File: src/rtl/audio_axi_write_master_if.sv
// AXI-lite style write channel (AW, W, B) between the audio control master and the register slave.
interface audio_axi_write_master_if #(
    parameter int unsigned ADDR_W = 4,
    parameter int unsigned DATA_W = 7
);
    logic [ADDR_W-1:0] AWADDR;
    logic              AWVALID;
    logic              AWREADY;
    logic [DATA_W-1:0] WDATA;
    logic              WVALID;
    logic              WREADY;
    logic              BVALID;
    logic              BREADY;

    modport master (
        output AWADDR, AWVALID, WDATA, WVALID, BREADY,
        input  AWREADY, WREADY, BVALID
    );

    modport slave (
        input  AWADDR, AWVALID, WDATA, WVALID, BREADY,
        output AWREADY, WREADY, BVALID
    );
endinterface

File: src/rtl/audio_axi_write_master.sv
// Replays queued {addr,data} control commands as single AW+W+B write transactions.
// Optional per-transaction abort timer: define AUDIO_WR_TIMEOUT_EN.
module audio_axi_write_master #(
    parameter int unsigned ADDR_W      = 4,
    parameter int unsigned DATA_W      = 7,
    parameter int unsigned FIFO_DEPTH  = 4
`ifdef AUDIO_WR_TIMEOUT_EN
   ,parameter int unsigned TIMEOUT_CYC = 255
`endif
) (
    input  logic                        ACLK,
    input  logic                        ARESETn,
    input  logic                        cmd_valid,
    output logic                        cmd_ready,
    input  logic [ADDR_W-1:0]           cmd_addr,
    input  logic [DATA_W-1:0]           cmd_data,
    output logic [$clog2(FIFO_DEPTH):0] fifo_level,
    audio_axi_write_master_if.master    axi,
    output logic                        wr_done,
    output logic                        wr_timeout
);
    localparam int unsigned PTR_W = $clog2(FIFO_DEPTH);
    localparam int unsigned LVL_W = PTR_W + 1;

    typedef struct packed {
        logic [ADDR_W-1:0] addr;
        logic [DATA_W-1:0] data;
    } cmd_t;

    typedef enum logic [1:0] {IDLE, ADDR_DATA, RESP} state_t;

    cmd_t              mem_q [FIFO_DEPTH];
    logic [PTR_W-1:0]  wr_ptr_q, rd_ptr_q;
    logic [LVL_W-1:0]  count_q, count_d;
    logic              cmd_ready_q;
    logic              push, pop;

    state_t            state_q, state_d;
    logic              awvalid_q, awvalid_d;
    logic              wvalid_q, wvalid_d;
    logic              bready_q, bready_d;
    logic              done_q, done_d;
    logic [ADDR_W-1:0] awaddr_q, awaddr_d;
    logic [DATA_W-1:0] wdata_q, wdata_d;

`ifdef AUDIO_WR_TIMEOUT_EN
    localparam int unsigned TO_W = ($clog2(TIMEOUT_CYC + 1) > 8) ? $clog2(TIMEOUT_CYC + 1) : 8;
    logic [TO_W-1:0]   to_cnt_q, to_cnt_d;
    logic              to_q, to_d;
`endif

    assign push = cmd_valid && cmd_ready_q;

    // Command storage; no reset needed, occupancy is tracked by count_q
    always_ff @(posedge ACLK) begin
        if (push) mem_q[wr_ptr_q] <= {cmd_addr, cmd_data};
    end

    always_comb begin
        count_d = count_q;
        if (push && !pop)      count_d = count_q + LVL_W'(1);
        else if (!push && pop) count_d = count_q - LVL_W'(1);
    end

    // cmd_ready follows the post-update level so it is registered yet never overfills
    always_ff @(posedge ACLK or negedge ARESETn) begin
        if (!ARESETn) begin
            wr_ptr_q    <= '0;
            rd_ptr_q    <= '0;
            count_q     <= '0;
            cmd_ready_q <= 1'b0;
        end else begin
            if (push) wr_ptr_q <= wr_ptr_q + PTR_W'(1);
            if (pop)  rd_ptr_q <= rd_ptr_q + PTR_W'(1);
            count_q     <= count_d;
            cmd_ready_q <= (count_d != LVL_W'(FIFO_DEPTH));
        end
    end

    always_ff @(posedge ACLK or negedge ARESETn) begin
        if (!ARESETn) begin
            state_q   <= IDLE;
            awvalid_q <= 1'b0;
            wvalid_q  <= 1'b0;
            bready_q  <= 1'b0;
            done_q    <= 1'b0;
            awaddr_q  <= '0;
            wdata_q   <= '0;
        end else begin
            state_q   <= state_d;
            awvalid_q <= awvalid_d;
            wvalid_q  <= wvalid_d;
            bready_q  <= bready_d;
            done_q    <= done_d;
            awaddr_q  <= awaddr_d;
            wdata_q   <= wdata_d;
        end
    end

`ifdef AUDIO_WR_TIMEOUT_EN
    always_ff @(posedge ACLK or negedge ARESETn) begin
        if (!ARESETn) begin
            to_cnt_q <= '0;
            to_q     <= 1'b0;
        end else begin
            to_cnt_q <= to_cnt_d;
            to_q     <= to_d;
        end
    end
`endif

    always_comb begin
        state_d   = state_q;
        awvalid_d = awvalid_q;
        wvalid_d  = wvalid_q;
        bready_d  = bready_q;
        awaddr_d  = awaddr_q;
        wdata_d   = wdata_q;
        done_d    = 1'b0;
        pop       = 1'b0;
`ifdef AUDIO_WR_TIMEOUT_EN
        to_d      = 1'b0;
        to_cnt_d  = '0;
`endif
        case (state_q)
            IDLE: begin
                if (count_q != '0) begin
                    pop       = 1'b1;
                    awaddr_d  = mem_q[rd_ptr_q].addr;
                    wdata_d   = mem_q[rd_ptr_q].data;
                    awvalid_d = 1'b1;
                    wvalid_d  = 1'b1;
                    state_d   = ADDR_DATA;
                end
            end
            // AW and W retire independently; B is only accepted once both are gone
            ADDR_DATA: begin
                if (axi.AWREADY) awvalid_d = 1'b0;
                if (axi.WREADY)  wvalid_d  = 1'b0;
                if (!awvalid_d && !wvalid_d) begin
                    bready_d = 1'b1;
                    state_d  = RESP;
                end
            end
            RESP: begin
                if (axi.BVALID) begin
                    bready_d = 1'b0;
                    done_d   = 1'b1;
                    state_d  = IDLE;
                end
            end
            default: state_d = IDLE;
        endcase
`ifdef AUDIO_WR_TIMEOUT_EN
        // A completion landing on the limit cycle has already returned to IDLE and wins
        if (state_q != IDLE) to_cnt_d = to_cnt_q + TO_W'(1);
        if (state_q != IDLE && state_d != IDLE && to_cnt_q == TO_W'(TIMEOUT_CYC - 1)) begin
            state_d   = IDLE;
            awvalid_d = 1'b0;
            wvalid_d  = 1'b0;
            bready_d  = 1'b0;
            to_d      = 1'b1;
        end
`endif
    end

    assign cmd_ready   = cmd_ready_q;
    assign fifo_level  = count_q;
    assign axi.AWADDR  = awaddr_q;
    assign axi.AWVALID = awvalid_q;
    assign axi.WDATA   = wdata_q;
    assign axi.WVALID  = wvalid_q;
    assign axi.BREADY  = bready_q;
    assign wr_done     = done_q;
`ifdef AUDIO_WR_TIMEOUT_EN
    assign wr_timeout  = to_q;
`else
    assign wr_timeout  = 1'b0;
`endif

endmodule

File: src/flat_wrapper.sv
// flat-port wrapper written by rule: the top's interface ports become plain ports
module audio_axi_write_master_flat 
#(
    parameter int unsigned ADDR_W      = 4,
    parameter int unsigned DATA_W      = 7,
    parameter int unsigned FIFO_DEPTH  = 4

)
  (ACLK, ARESETn, cmd_valid, cmd_ready, cmd_addr, cmd_data, fifo_level, wr_done, wr_timeout, axi_AWADDR, axi_AWVALID, axi_WDATA, axi_WVALID, axi_BREADY, axi_AWREADY, axi_WREADY, axi_BVALID);
  audio_axi_write_master_if #(.ADDR_W(ADDR_W), .DATA_W(DATA_W)) axi_i ();
  input  logic ACLK;
  input  logic ARESETn;
  input  logic cmd_valid;
  output logic cmd_ready;
  input  logic [ADDR_W-1:0] cmd_addr;
  input  logic [DATA_W-1:0] cmd_data;
  output logic [$clog2(FIFO_DEPTH):0] fifo_level;
  output logic wr_done;
  output logic wr_timeout;
  output wire logic [$bits(axi_i.AWADDR)-1:0] axi_AWADDR;
  output wire logic [$bits(axi_i.AWVALID)-1:0] axi_AWVALID;
  output wire logic [$bits(axi_i.WDATA)-1:0] axi_WDATA;
  output wire logic [$bits(axi_i.WVALID)-1:0] axi_WVALID;
  output wire logic [$bits(axi_i.BREADY)-1:0] axi_BREADY;
  input wire logic [$bits(axi_i.AWREADY)-1:0] axi_AWREADY;
  input wire logic [$bits(axi_i.WREADY)-1:0] axi_WREADY;
  input wire logic [$bits(axi_i.BVALID)-1:0] axi_BVALID;
  assign axi_AWADDR = axi_i.AWADDR;
  assign axi_AWVALID = axi_i.AWVALID;
  assign axi_WDATA = axi_i.WDATA;
  assign axi_WVALID = axi_i.WVALID;
  assign axi_BREADY = axi_i.BREADY;
  assign axi_i.AWREADY = axi_AWREADY;
  assign axi_i.WREADY = axi_WREADY;
  assign axi_i.BVALID = axi_BVALID;
  audio_axi_write_master #(.ADDR_W(ADDR_W), .DATA_W(DATA_W), .FIFO_DEPTH(FIFO_DEPTH)) u_core (.ACLK(ACLK), .ARESETn(ARESETn), .cmd_valid(cmd_valid), .cmd_ready(cmd_ready), .cmd_addr(cmd_addr), .cmd_data(cmd_data), .fifo_level(fifo_level), .axi(axi_i), .wr_done(wr_done), .wr_timeout(wr_timeout));
endmodule
File: config.mk
export PLATFORM = sky130hd
export DESIGN_NAME = audio_axi_write_master_flat
export DESIGN_NICKNAME = d
export VERILOG_FILES = /design/src/rtl/audio_axi_write_master_if.sv /design/src/rtl/audio_axi_write_master.sv /design/src/flat_wrapper.sv
export SDC_FILE = /design/constraint.sdc
export NUM_CORES = 1
export LEC_CHECK = 0
export ABC_AREA = 1
export BUFFER_PORTS_ARGS = -buffer_cell sky130_fd_sc_hd__buf_2
export CAP_MARGIN = 20
export CORE_UTILIZATION = 53
export CTS_BUF_LIST = sky130_fd_sc_hd__clkbuf_16
export CTS_CLUSTER_DIAMETER = 80
export DETAILED_ROUTE_END_ITERATION = 16
export PLACE_DENSITY_LB_ADDON = 0.25
export SYNTH_ARGS = -nofsm -noshare
export SYNTH_HDL_FRONTEND = slang
export SYNTH_SLANG_ARGS = --single-unit
File: constraint.sdc
create_clock -name ACLK -period 1.9 [get_ports ACLK]
set_clock_uncertainty 0.2 [all_clocks]
set_input_delay 0.57 -clock ACLK [delete_from_list [all_inputs] [get_ports ACLK]]
set_output_delay 0.57 -clock ACLK [all_outputs]
set_load 0.02 [all_outputs]
==> impl_metrics.tcl <==
set metrics [dict create \
    drt_pass1_iterations 4 \
    hold_path.class "input port to asynchronous set/reset pin" \
    ys_seq_area_share_pct 68.9 \
    place.gp.congestion 0.712 \
    synth_edf_count 44 \
    slew_headroom_pct 59.5 \
    cts_setup_buffers 0 \
    hold-worst-slack_ns 0.0596 \
    period_needed_ns 1.69 \
    crit_chain "buf_2" \
    h-tree-depth 3 \
    final_cell_area_mm2 0.00343 \
    ys_top_cells_by_area "edfxtp_1 47%, dfrtp_1 22%, nor2_1 8.6%, o21ai_1 3.7%, ha_1 3.1%" \
    hold_viol_final 0 \
    clockBufferDepth 2 \
    postPlaceCellArea_mm2 0.00307 \
    cts-root-buf "clkbuf_16" \
    synthCells 246 \
    vias_per_cell 5.07 \
    worstSkewPairLatency_ns 0.32 \
    cp.arrival_ns 0.92 \
    wl_per_cell_um 14.1 \
    top_layer_used "met4" \
    grt-ovfl-total 0 \
    drv_slew 0 \
    cts_resized 0 \
    die_y_um 75.0 \
    drt_iter0_markers 75 \
    grt_max_degree 26 \
    required_ns 1.13 \
    endpoint_kind "output pin" \
    synthesis.nets 270 \
    postSynthAreaPerCell_um2 11.5 \
    drc 0 \
    ir_worst_vdd_mv 0.967 \
    powerDensity_mw_per_mm2 1860 \
    rows 26 \
    diodes 0 \
    met1Wirelength_um 2310 \
    port_buffers 35 \
    maxCapViolations 0 \
    yosysMostFrequentCell "nor2_1" \
    cp_num_cells 1 \
    critical_path_class "flip-flop to output pin" \
    antenna_found_initial 0 \
    ys_types 24 \
    grt_setup_unrepaired "no" \
    critPathSlowestCell "dfrtp_1" \
    slowest_delay_ns 0.42 \
    grtUsageTotal_pct 20.9 \
    clock-sinks 69 \
    status "completed" \
    grt_pass1_vias 1758 \
    setup_viol 0 \
    leakage_nw 1.45 \
    postCtsHoldBufs 0 \
    dp_hpwl_um 3250 \
    drt-total-wl_um 5160 \
    synthTopCellsByCount "65 x nor2_1, 44 x edfxtp_1, 25 x dfrtp_1" \
    die_x_um 75.0 \
    met2_length_um 2560 \
    rr_worst_depth 7 \
    synth_ff_type "edfxtp_1" \
    nets 314 \
    critPathLaunchType "flip-flop" \
    core_area_mm2 0.00511 \
    tightest_slew_ns 0.608 \
    fin_tns_setup_ns 0 \
    crit_buf_inv 1 \
    yosys_warnings 0 \
    drive_gt1_share_pct 22.4 \
    syn_area_mm2 0.00283 \
    cp_max_fo 4 \
    start_util_pct 55.3 \
    ant_nets 0 \
    synth_top_area_cell "edfxtp_1" \
    num_vias 1851 \
    min_period_over_period_pct 88.7 \
    ys_ff_latch 69 \
    crit_family "flip-flops" \
    numCtsBuffers 9 \
    clk_pin_slew_worst_paths_ns 0.05 \
    die_area_mm2 0.00563 \
    dr_wl_met3_um 236 \
    fmax_mhz 593 \
    async_reset_ff_share_pct 36.2 \
    grt_pass1_wl_um 8170 \
    synth_top_area_share_pct 46.8 \
    io_pins 37 \
    area_growth_syn_to_layout_pct 21.5 \
    nFillCells 407 \
    cts_tree "yes" \
]
## registers in the layout (all words and copies together), names as in the netlist
register,flops
u_core.mem_q,44
u_core.wr_done,1
u_core.axi.WDATA,7
u_core.axi.AWVALID,1
u_core.wr_ptr_q,2
u_core.axi.WVALID,1
u_core.axi.AWADDR,4
u_core.cmd_ready,1
u_core.fifo_level,3
u_core.axi.BREADY,1
u_core.state_q,2
u_core.rd_ptr_q,2
## stage by stage
| stage | utilization [%] | setup WS (ns) | cells | power [mW] |
|---|---|---|---|---|
| after floorplan | - | 0.0694 | 246 | 3.88 |
| after global placement | 60.1 | 0.165 | 349 | 4.39 |
| after detailed placement | 60.1 | 0.145 | 349 | 4.43 |
| after CTS | 67.2 | 0.207 | 365 | 6.45 |
| after global routing | 67.2 | 0.124 | 365 | 6.81 |
| final | 67.2 | 0.214 | 365 | 6.39 |
## placed cells by master, fill, tap and decap left out
cell,Yosys,final
ha_1,7,7
edfxtp_1,44,44
o21ai_1,21,21
xor2_1,3,3
bufinv_16,0,4
dfrtp_1,25,25
nor2_1,65,65
nand3_2,1,1
a31oi_1,11,11
nand2_1,19,19
inv_1,17,17
inv_2,3,3
a21oi_1,1,1
nor2_4,1,1
nand3_1,5,5
nand2_2,3,3
nand2_4,1,1
buf_4,3,7
clkinv_1,1,3
buf_2,2,35
conb_1,1,1
inv_4,1,1
clkbuf_16,0,9
inv_6,0,1
o21ai_0,7,7
## report_power, final
group	internal [mW]	switching [mW]	leakage, nW	total [mW]
sequential	2.06	0.202	0.688	2.26
clock	1.41	0.580	0.175	1.99
combinational	0.715	1.42	0.582	2.14
## routing by layer
layer,up-vias,GRT usage (%)
li1,912,-
met1,874,26.1
met2,57,34.9
met3,8,5.89
met4,0,7.34
met5,-,0
## path summary, 6_finish.rpt
| kind | start | to | slack [ns] |
|---|---|---|---|
| max in group asynchronous | ARESETn | u_core.axi.AWADDR[1] | 1.04 |
| hold reg to reg | u_core.axi.AWVALID | u_core.axi.AWVALID | 0.31 |
| setup reg to reg | u_core.fifo_level[0] | u_core.axi.AWADDR[3] | 0.26 |
| hold / removal | ARESETn | u_core.fifo_level[1] | 0.06 |
| setup / recovery | u_core.fifo_level[1] | fifo_level[1] | 0.21 |
| min in group ACLK | axi_BVALID | u_core.state_q[1] | 0.27 |
## kinds of logic (layout without fill, tap and decap cells)
logic type                 Yosys count  after routing  synth area share (%)
DFF                                 69             69                  68.9
other                                1              1                 0.133
AOI/OAI and AO/OA                   40             40                  7.57
adders and majority gates            7              7                  3.10
buffers and inverters               31             80                  5.49
and+or+nand+nor                     95             95                  13.9
xor gates and xnor gates             3              3                 0.930
## area by class of cell
| class | count | area, µm² | area share [%] |
|---|---|---|---|
| flip-flops and latches | 69 | 1950 | 56.7 |
| multi-input cells | 146 | 723 | 21.1 |
| repair buffers | 42 | 228 | 6.64 |
| clock buffers | 9 | 225 | 6.56 |
| clock inverters | 7 | 136 | 3.97 |
| well taps | 70 | 87.6 | 2.55 |
| inverters | 22 | 85.1 | 2.48 |
Power figures use the tool's default switching activity.
